===== src/rtl/register_file_16x_pkg.sv =====
// register_file_16x_pkg: shared sizes and the word type for the 16-entry register file.
package register_file_16x_pkg;
  localparam int REG_COUNT = 16;
  localparam int ADDR_W = 4;
  localparam int WORD_W = 16;
  localparam logic [ADDR_W-1:0] PC_IDX = 4'd15;
  typedef logic [WORD_W-1:0] word_t;
endpackage


===== src/rtl/register_file_16x_decoder.sv =====
// decoder_4to16: one-hot register load enables from the write strobe and address; R15 never loads.
module decoder_4to16
  import register_file_16x_pkg::*;
(
  input  logic                 i_write_en,
  input  logic [ADDR_W-1:0]    i_write_addr,
  output logic [REG_COUNT-1:0] o_load_en
);
  logic [REG_COUNT-1:0] w_dec;
  assign w_dec = i_write_en ? REG_COUNT'(1) << i_write_addr : '0;
  assign o_load_en = w_dec & {1'b0, {(REG_COUNT-1){1'b1}}};
endmodule


===== src/rtl/register_file_16x_mux.sv =====
// mux_16to1: W-bit 16-input select over a flat bus, input 0 in the low bits.
module mux_16to1
  import register_file_16x_pkg::*;
#(
  parameter int W = 16
) (
  input  logic [ADDR_W-1:0]      i_sel,
  input  logic [REG_COUNT*W-1:0] i_data,
  output logic [W-1:0]           o_data
);
  assign o_data = i_data[i_sel*W +: W];
endmodule


===== src/rtl/register_file_16x.sv =====
// register_file_16x: 15 stored registers plus R15 = pc_in, two combinational read ports, one write port.
// Define REGFILE_WRITE_BYPASS_EN to forward same-cycle write data to matching read ports.
module register_file_16x
  import register_file_16x_pkg::*;
#(
  parameter int W = 16
) (
  input  logic                 clk,
  input  logic                 reset,
  input  logic                 write_en,
  input  logic [ADDR_W-1:0]    write_addr,
  input  logic [W-1:0]         write_data,
  input  logic [ADDR_W-1:0]    read_addr1,
  input  logic [ADDR_W-1:0]    read_addr2,
  input  logic [W-1:0]         pc_in,
  output logic [W-1:0]         read_data1,
  output logic [W-1:0]         read_data2,
  output logic [REG_COUNT*W-1:0] dbg_reg_out
);
  logic [W-1:0]           r_regs [REG_COUNT-1];
  logic [REG_COUNT-1:0]   w_load;
  logic [REG_COUNT*W-1:0] w_flat;
  logic [W-1:0]           w_mux1;
  logic [W-1:0]           w_mux2;

  decoder_4to16 u_dec (
    .i_write_en  (write_en),
    .i_write_addr(write_addr),
    .o_load_en   (w_load)
  );

  always_ff @(posedge clk) begin
    for (int i = 0; i < REG_COUNT - 1; i++)
      if (reset) r_regs[i] <= '0;
      else if (w_load[i]) r_regs[i] <= write_data;
  end

  for (genvar g = 0; g < REG_COUNT - 1; g++) begin : g_flat
    assign w_flat[g*W +: W] = r_regs[g];
  end
  assign w_flat[(REG_COUNT-1)*W +: W] = pc_in;
  assign dbg_reg_out = w_flat;

  mux_16to1 #(.W(W)) u_mux1 (.i_sel(read_addr1), .i_data(w_flat), .o_data(w_mux1));
  mux_16to1 #(.W(W)) u_mux2 (.i_sel(read_addr2), .i_data(w_flat), .o_data(w_mux2));

`ifdef REGFILE_WRITE_BYPASS_EN
  // w_load[15] is always 0, so the pc slot is never forwarded
  assign read_data1 = (w_load[read_addr1] && !reset) ? write_data : w_mux1;
  assign read_data2 = (w_load[read_addr2] && !reset) ? write_data : w_mux2;
`else
  logic w_unused_pc_load;
  assign w_unused_pc_load = w_load[PC_IDX];
  assign read_data1 = w_mux1;
  assign read_data2 = w_mux2;
`endif
endmodule


===== config.mk =====
export PLATFORM = sky130hd
export DESIGN_NAME = register_file_16x
export DESIGN_NICKNAME = d
export VERILOG_FILES = /design/src/rtl/register_file_16x_pkg.sv /design/src/rtl/register_file_16x_decoder.sv /design/src/rtl/register_file_16x_mux.sv /design/src/rtl/register_file_16x.sv
export SDC_FILE = /design/constraint.sdc
export NUM_CORES = 1
export LEC_CHECK = 0
export ABC_AREA = 1
export BUFFER_PORTS_ARGS = -buffer_cell sky130_fd_sc_hd__buf_4
export CAP_MARGIN = 20
export CELL_PAD_IN_SITES_DETAIL_PLACEMENT = 0
export CELL_PAD_IN_SITES_GLOBAL_PLACEMENT = 1
export CORE_MARGIN = 5
export CORE_UTILIZATION = 43
export CTS_CLUSTER_SIZE = 28
export DETAILED_ROUTE_END_ITERATION = 8
export PLACE_DENSITY_LB_ADDON = 0.1
export SYNTH_ARGS = -nofsm -noshare
export SYNTH_HDL_FRONTEND = slang
export SYNTH_SLANG_ARGS = --single-unit

===== constraint.sdc =====
create_clock -name clk -period 6.9 [get_ports clk]
set_input_delay 1.035 -clock clk [delete_from_list [all_inputs] [get_ports clk]]
set_output_delay 1.035 -clock clk [all_outputs]
set_load 0.02 [all_outputs]

## Yosys cells after proc, flatten, opt, wreduce, memory -nomap -nowiden

Memories as Yosys holds them, arrays and structs flattened.
Index checks and enable logic that the tools add are counted.

- Divide/modulo/power cells: 0
- Reductions and logical operators: 0
- Add/sub/neg operators: 0
- Magnitude comparators: 0
- Equal/unequal tests: 0
- Bitwise logic cells: 15
- Shift-type cells: 3
- Mux-type cells: 63
- $mul: 0

Operators by type and width:

| cell | count |
|---|---|
| $shiftx A256 B9 Y16 | 2 |
| $mux W16 | 15 |
| $mux W1 | 47 |
| $mux W15 | 1 |
| $or A1 B1 Y1 | 15 |
| $shl A1 B4 Y15 const A | 1 |

- Word-level logic and storage cells: 82
- Flip-flop bits (word level): 0
- Latch bits: 0
- Bits in writable memories: 240
- ROM bits: 0
- Memories kept: 1
- Bits of input ports: 47

Memory list:

| name | depth | width | read ports | clocked after memory_dff | wr ports | line | RTL |
|---|---|---|---|---|---|---|---|
| r_regs | 15 | 16 | 15 | 0 | 15 | register_file_16x.sv:20 | `logic [W-1:0] r_regs [REG_COUNT-1];` |

## Longest topological paths before layout

Gate-level depths: netlist of the first run.

- Word-level depth: 6
- Mapped depth: 8
- Mapped depth without buffers: 6

## Modules after synthesis

Synthesis of the first run repeated with hierarchy kept, for this count alone.

- Cell total of the unflattened synthesis: 2158
- Area, all modules: 15623.7 µm²

By module, submodules not included:

| module | cells an instance | seq. area each (µm²) | times used | area an instance (µm²) |
|---|---|---|---|---|
| register_file_16x | 576 | 7206.9 | 1 | 8956.1 |
| mux_16to1 | 775 | 0.0 | 2 | 3266.9 |
| decoder_4to16 | 32 | 0.0 | 1 | 133.9 |

## Worst setup path after synthesis of the first run

Ideal clock, no wire load.

- Path type: input to register
- Start point: in write_addr[2]
- End point: mem r_regs[6][4] (netlist: r_regs[0][100]), enable pin
- Arrival: 2.599 ns
- Buffers on the path: 1
- Setup slack: 3.889 ns
- Required time: 6.489 ns
- Cell stages on the path: 3
- Setup time: 0.411 ns
- Cells stage by stage: buf_4 > nand2_1 > o21ai_0

RTL lines:

| item | line | RTL |
|---|---|---|
| from (decl) | register_file_16x.sv:11 | `input logic [ADDR_W-1:0] write_addr,` |
| to (decl) | register_file_16x.sv:20 |  |

## Worst setup path after layout of the first run

- Start point: in read_addr1[0]
- End point: out read_data1[10]

- Cells in the longest elaborated chain, start to end: 1

RTL lines:

| item | line | RTL |
|---|---|---|
| from (decl) | register_file_16x.sv:13 | `input logic [ADDR_W-1:0] read_addr1,` |
| $shiftx A256 B9 Y16 | register_file_16x_mux.sv:11 | `assign o_data = i_data[i_sel*W +: W];` |
| to (decl) | register_file_16x.sv:16 | `output logic [W-1:0] read_data1,` |

No other way between the ends.

==> results.cfg, run 1 <==
[finish]
largest-register = r_regs
final_nets = 2241
register_area_sq_um = 7207
antenna_cells = 0
multi_input_area_sq_um = 5669
utilization_pct = 53.74
largest_reg_flops = 240
drive_gt1_share_pct = 20.53
instances_no_fill = 2664
area.growth.synth_to_final_pct = 22.81
fillerInstances = 3199
largest_registers = r_regs x240

[global_routing]
grt_max_degree = 83
grt_pass1_wl_mm = 94.68
grt_pass1_vias = 14531
grt_antenna_before_repair = 0
track_usage_pct = 32.60
grt-ovfl-total = 0

[clock_network]
path_clk_slew_ps = 60
cts_buffer_depth = 3
cts_tree = done
holdBufCountCts = 0
clock-sinks = 240
clockRootBuffer = clkbuf_16
h-tree-depth = 1
cts_buffers = 28
postCtsResizedCells = 0
postCtsSetupBuffers = 0

[worst_setup_path]
critPathKind = input port to primary output
cp_data_arrival_time_ps = 3360
cp.required_ps = 5860
startpoint_type = input port
cp-end-kind = primary output
cp_max_fo = 82

[route]
via_per_inst = 5.586
wire_per_inst_microns = 24.41
drtAntennaViolNets = 0
num_vias = 14882
wl_mm = 65.04
drt_iter0_markers = 1808
drc = 0
dr.pass1.iters = 6

[floorplan]
die_x_microns = 195.0
rows = 67
chipHeight_microns = 195.0
die-area_sq_um = 38010
start_util_pct = 43.76
boundaryPins = 335
coreArea_sq_um = 33620

[synthesis]
netlist_area_sq_um = 14710
yosysTopAreaCell = edfxtp_1
synthCells = 1965
synth-warning-count = 0
synth_seq_cells = 240
synth_top_area_share_pct = 48.99
syn_nets = 2012
synth.distinct_cells = 19
ys_seq_area_share_pct = 48.99
synth.area.top_cells = edfxtp_1, nand3_1, nand2_1
synth.avg_cell_area_sq_um = 7.486

[power_and_ir_drop]
switchingPower_w = 0.001320
p_leak_nw = 8.753
combPwrFrac_pct = 21.4
pwr-share-clk_pct = 35.6
seqPwrFrac_pct = 43.0
p_int_w = 0.002819
switching_share_pct = 31.89
ir_worst_vdd_uv = 182.4
power_per_cell_area_nw_per_um2 = 229.1

[place]
dp_worst_setup_slack_ps = 2596
place.gp.congestion = 0.8955
hpwl_mm = 43.35
io_buffers = 334
numPlacedInstances = 2612

[timing]
fin_ws_ps = 2505
maxSlewViolCount = 0
fin_crit_sh_pct = 63.69
period_minus_slack_ps = 4395
finalHoldViolations = 0
max_freq_mhz = 227.6
setup_violations = 0
finalSetupTns_ps = 0
maxSlewHeadroom_pct = 26.41
rsz0062_at_grt = false
tightest_slew_ps = 1101

[flow_run]
cap_violations = 0

[outcome]
status = finished clean

[min_path]
hold_path_class = input port to flop
-- area by class of cell --
type | instances | share of cell area, %
Clock buffer | 37 | 4.183
Timing Repair Buffer | 353 | 14.71
Inverter | 288 | 6.005
Tap cell | 448 | 3.103
Multi-Input combinational cell | 1283 | 31.38
Sequential cell | 240 | 39.89
Clock inverter | 15 | 0.7272
-- cell usage in the layout, fill, tap and decap left out, types with 8 or more instances in the layout --
cell type,count
nand2_1,565
clkbuf_1,8
nand3_1,448
nor2_2,23
inv_2,8
edfxtp_1,240
clkbuf_16,29
buf_4,352
nor2_1,219
nand3_2,8
inv_1,278
-- final timing paths --
| path | startpoint | to | slack (ps) | depth (start not counted) |
|---|---|---|---|---|
| max | read_addr1[0] | read_data1[10] | 2510 | 8 |
| min | write_data[0] | r_regs[1][64]$_SDFFCE_PN0P_ | 1070 | 3 |
-- cell families (layout without fill, tap and decap cells) --
| kind of cell | Yosys count | after routing | synth area share, % |
|---|---|---|---|
| AOI/OAI and AO/OA | 7 | 7 | 0.2381 |
| DFF | 240 | 240 | 48.99 |
| buffers and inverters | 442 | 693 | 12.65 |
| and+or+nand+nor | 1276 | 1276 | 38.12 |
-- power groups by stage --
stage	registers, W	logic (W)	clock network, W
finish	0.00178	0.000887	0.00147
CTS	0.00178	0.000883	0.00148
global route	0.00178	0.000949	0.00153
global placement	0.00181	0.000876	0
detailed placement	0.00181	0.000881	0
floorplan	0.00188	0.000404	0
-- routing by layer --
layer  vias up  share of wire, %  global-route usage (%)  wire [microns]
met3       133                11                   6.908            6915
met5         -                 0                       0               0
met1      7072                40                   44.51           25840
met4         0               4.1                   12.02            2647
li1       6683                 -                       -               -
met2       994                46                   51.43           29630
-- worst max-delay path, cell delays in order --
cell and delay, ps:
buf_4 470, buf_4 890, nand2_1 120, nand3_1 130, nand3_1 90, nand3_1 190
nand2_1 130, buf_4 180
-- Yosys cell counts --
| cell type | n |
|---|---|
| nand2_1 | 565 |
| nand3_1 | 448 |
| inv_1 | 280 |
| edfxtp_1 | 240 |
| nor2_1 | 219 |
| buf_2 | 74 |
| clkbuf_1 | 42 |
| nor2_2 | 23 |
| buf_4 | 17 |
| buf_1 | 15 |
| inv_2 | 8 |
| nand3_2 | 8 |
| o21ai_0 | 7 |
| buf_6 | 6 |
| nor2_4 | 5 |
| nand3_4 | 3 |
| nand4_4 | 3 |
| nand2_2 | 1 |
| nor2_8 | 1 |
-- through the flow --
step                      power [W]  hold WS (ps)  instance area (sq um)
after floorplan            0.002285          1300                  14710
final                      0.004139          1073                  18070
after detailed placement   0.002686          1497                  17180
after global routing       0.004265          1092                  18070
after CTS                  0.004135          1051                  18070
after global placement     0.002682          1498                  17160
(Power assumes the default switching activity.)
==> inputs of run 2 (changes only) <==
--- a/config.mk
+++ b/config.mk
@@ -11,7 +11,7 @@
 export CELL_PAD_IN_SITES_DETAIL_PLACEMENT = 0
 export CELL_PAD_IN_SITES_GLOBAL_PLACEMENT = 1
 export CORE_MARGIN = 5
-export CORE_UTILIZATION = 43
+export CORE_UTILIZATION = 40
 export CTS_CLUSTER_SIZE = 28
 export DETAILED_ROUTE_END_ITERATION = 8
 export PLACE_DENSITY_LB_ADDON = 0.1
==> constraint.sdc (replaced) <==
create_clock -name clk -period 4.2 [get_ports clk]
set_input_delay 0.63 -clock clk [delete_from_list [all_inputs] [get_ports clk]]
set_output_delay 0.63 -clock clk [all_outputs]
set_load 0.02 [all_outputs]
==> results.cfg, run 2 (same netlist as run 1, synthesis figures left out) <==
[outcome]
status = finished clean

[finish]
final_area_sq_um = 18300
final_common_cell = nand2_1
final_nets = 2260
fillerInstances = 3601
largest-register = r_regs
final_cell_mix = nand2_1, nand3_1, buf_4
drive_gt1_share_pct = 21.08
utilization_pct = 50.24
largest_reg_flops = 240
largest_registers = r_regs x240
area.growth.synth_to_final_pct = 24.43
antenna_cells = 0

[global_routing]
grt_pass1_wl_mm = 97.71
grtUsageMet3_pct = 6.369
grtUsageMet1_pct = 44.10
track_usage_pct = 31.86
grt-ovfl-total = 0
gr-max-usage-layer = met2
grt_pass1_vias = 14654
grt_antenna_before_repair = 0
grt_max_degree = 129
grt_util_met2_pct = 50.25

[floorplan]
coreArea_sq_um = 36430
chipHeight_microns = 201.8
rows = 70
die_x_microns = 201.8
die-area_sq_um = 40710
start_util_pct = 40.37
boundaryPins = 335

[clock_network]
postCtsResizedCells = 0
path_clk_slew_ps = 60
cts_buffer_depth = 3
clockRootBuffer = clkbuf_16
h-tree-depth = 1
cts_buffers = 28
postCtsSetupBuffers = 0
cts_tree = done
clock-sinks = 240
holdBufCountCts = 0

[worst_setup_path]
cp_data_arrival_time_ps = 2550
critPathKind = input port to primary output
crit_family = buffers and inverters
crit_start = read_addr2[0]
cp.required_ps = 3570
cp-end-kind = primary output
cp_max_fo = 49
critPathSlowestCell = clkinv_2
setup.worst_path.end = read_data2[6]
cp_common_cell = nand3_1
path_cells = buf_4 -> clkinv_2 -> buf_12 -> nand2_1 -> nand3_1 -> nand3_1 -> nand3_1 -> nand2_1 -> buf_4
startpoint_type = input port
max_stage_delay_ps = 540
worstSetupPathDepth = 9
worst-path-buf-inv = 4

[route]
via_per_inst = 5.540
drc = 0
dr.pass1.iters = 6
wire_per_inst_microns = 24.89
num_vias = 14968
wl_mm = 67.25
drtAntennaViolNets = 0
drt_iter0_markers = 1842

[power_and_ir_drop]
switching_share_pct = 31.73
seqPwrFrac_pct = 42.5
combPwrFrac_pct = 21.6
pwr-share-clk_pct = 35.9
p_int_w = 0.004693
total_power_w = 0.006875
p_leak_nw = 8.882
power_per_cell_area_nw_per_um2 = 375.6
ir_worst_vdd_uv = 282.7
switchingPower_w = 0.002181

[place]
place_area_sq_um = 17360
io_buffers = 334
hpwl_mm = 44.09
place.gp.congestion = 0.9305

[timing]
fin_crit_sh_pct = 75.61
finalSetupTns_ps = 0
finalHoldViolations = 0
maxSlewViolCount = 0
rsz0062_at_grt = false
tightest_slew_ps = 1123
period_minus_slack_ps = 3176
setup_violations = 0
whs_ps = 634.2
maxSlewHeadroom_pct = 24.96
max_freq_mhz = 314.9

[flow_run]
cap_violations = 0

[min_path]
hold_path_class = input port to flop
==> run 2: power by group through the flow <==
stage | clock network (W) | registers [W] | logic [W]
after floorplan | 0 | 0.00309 | 0.000663
after global placement | 0 | 0.00297 | 0.00147
after detailed placement | 0 | 0.00297 | 0.00147
after CTS | 0.00248 | 0.00292 | 0.00147
after global routing | 0.00258 | 0.00293 | 0.00159
final | 0.00247 | 0.00292 | 0.00149
==> run 2: routing by layer <==
layer | wire length (microns) | part of all wire [%]
met5 | 0 | 0
met4 | 2578 | 3.8
met3 | 6617 | 9.8
met2 | 30470 | 45
met1 | 27590 | 41
==> run 2: final cells by class <==
class                   instances  area (sq um)  share of cell area, %
clock buffers                  32         737.0                  4.026
clock inverters                19         165.2                 0.9023
inverters                     288          1086                  5.933
multi-input cells            1283          5665                  30.95
flip-flops and latches        240          7207                  39.37
well taps                     468         585.6                  3.199
repair buffers                372          2858                  15.61
==> run 2: worst min-delay path by stage <==
stage / depth (start not counted) / slack [ps] / end / startpoint
4_1_cts: 3 / 620 / r_regs[0][112]$_SDFFCE_PN0P_ / write_data[0]
5_1_grt: 3 / 670 / r_regs[1][80]$_SDFFCE_PN0P_ / write_data[0]
6_report: 3 / 630 / r_regs[1][80]$_SDFFCE_PN0P_ / write_data[0]
3_3_place_gp: 1 / 1090 / dbg_reg_out[103] / r_regs[0][103]$_SDFFCE_PN0P_
3_5_place_dp: 1 / 1100 / dbg_reg_out[118] / r_regs[0][118]$_SDFFCE_PN0P_
2_1_floorplan: 2 / 890 / r_regs[0][0]$_SDFFCE_PN0P_ / write_data[0]
==> run 2: stage by stage <==
stage | instances | setup slack, ps
floorplan | 1965 | 1594
CTS | 2700 | 1058
global route | 2702 | 944.5
finish | 2702 | 1024
global placement | 2649 | 1066
detailed placement | 2649 | 1066
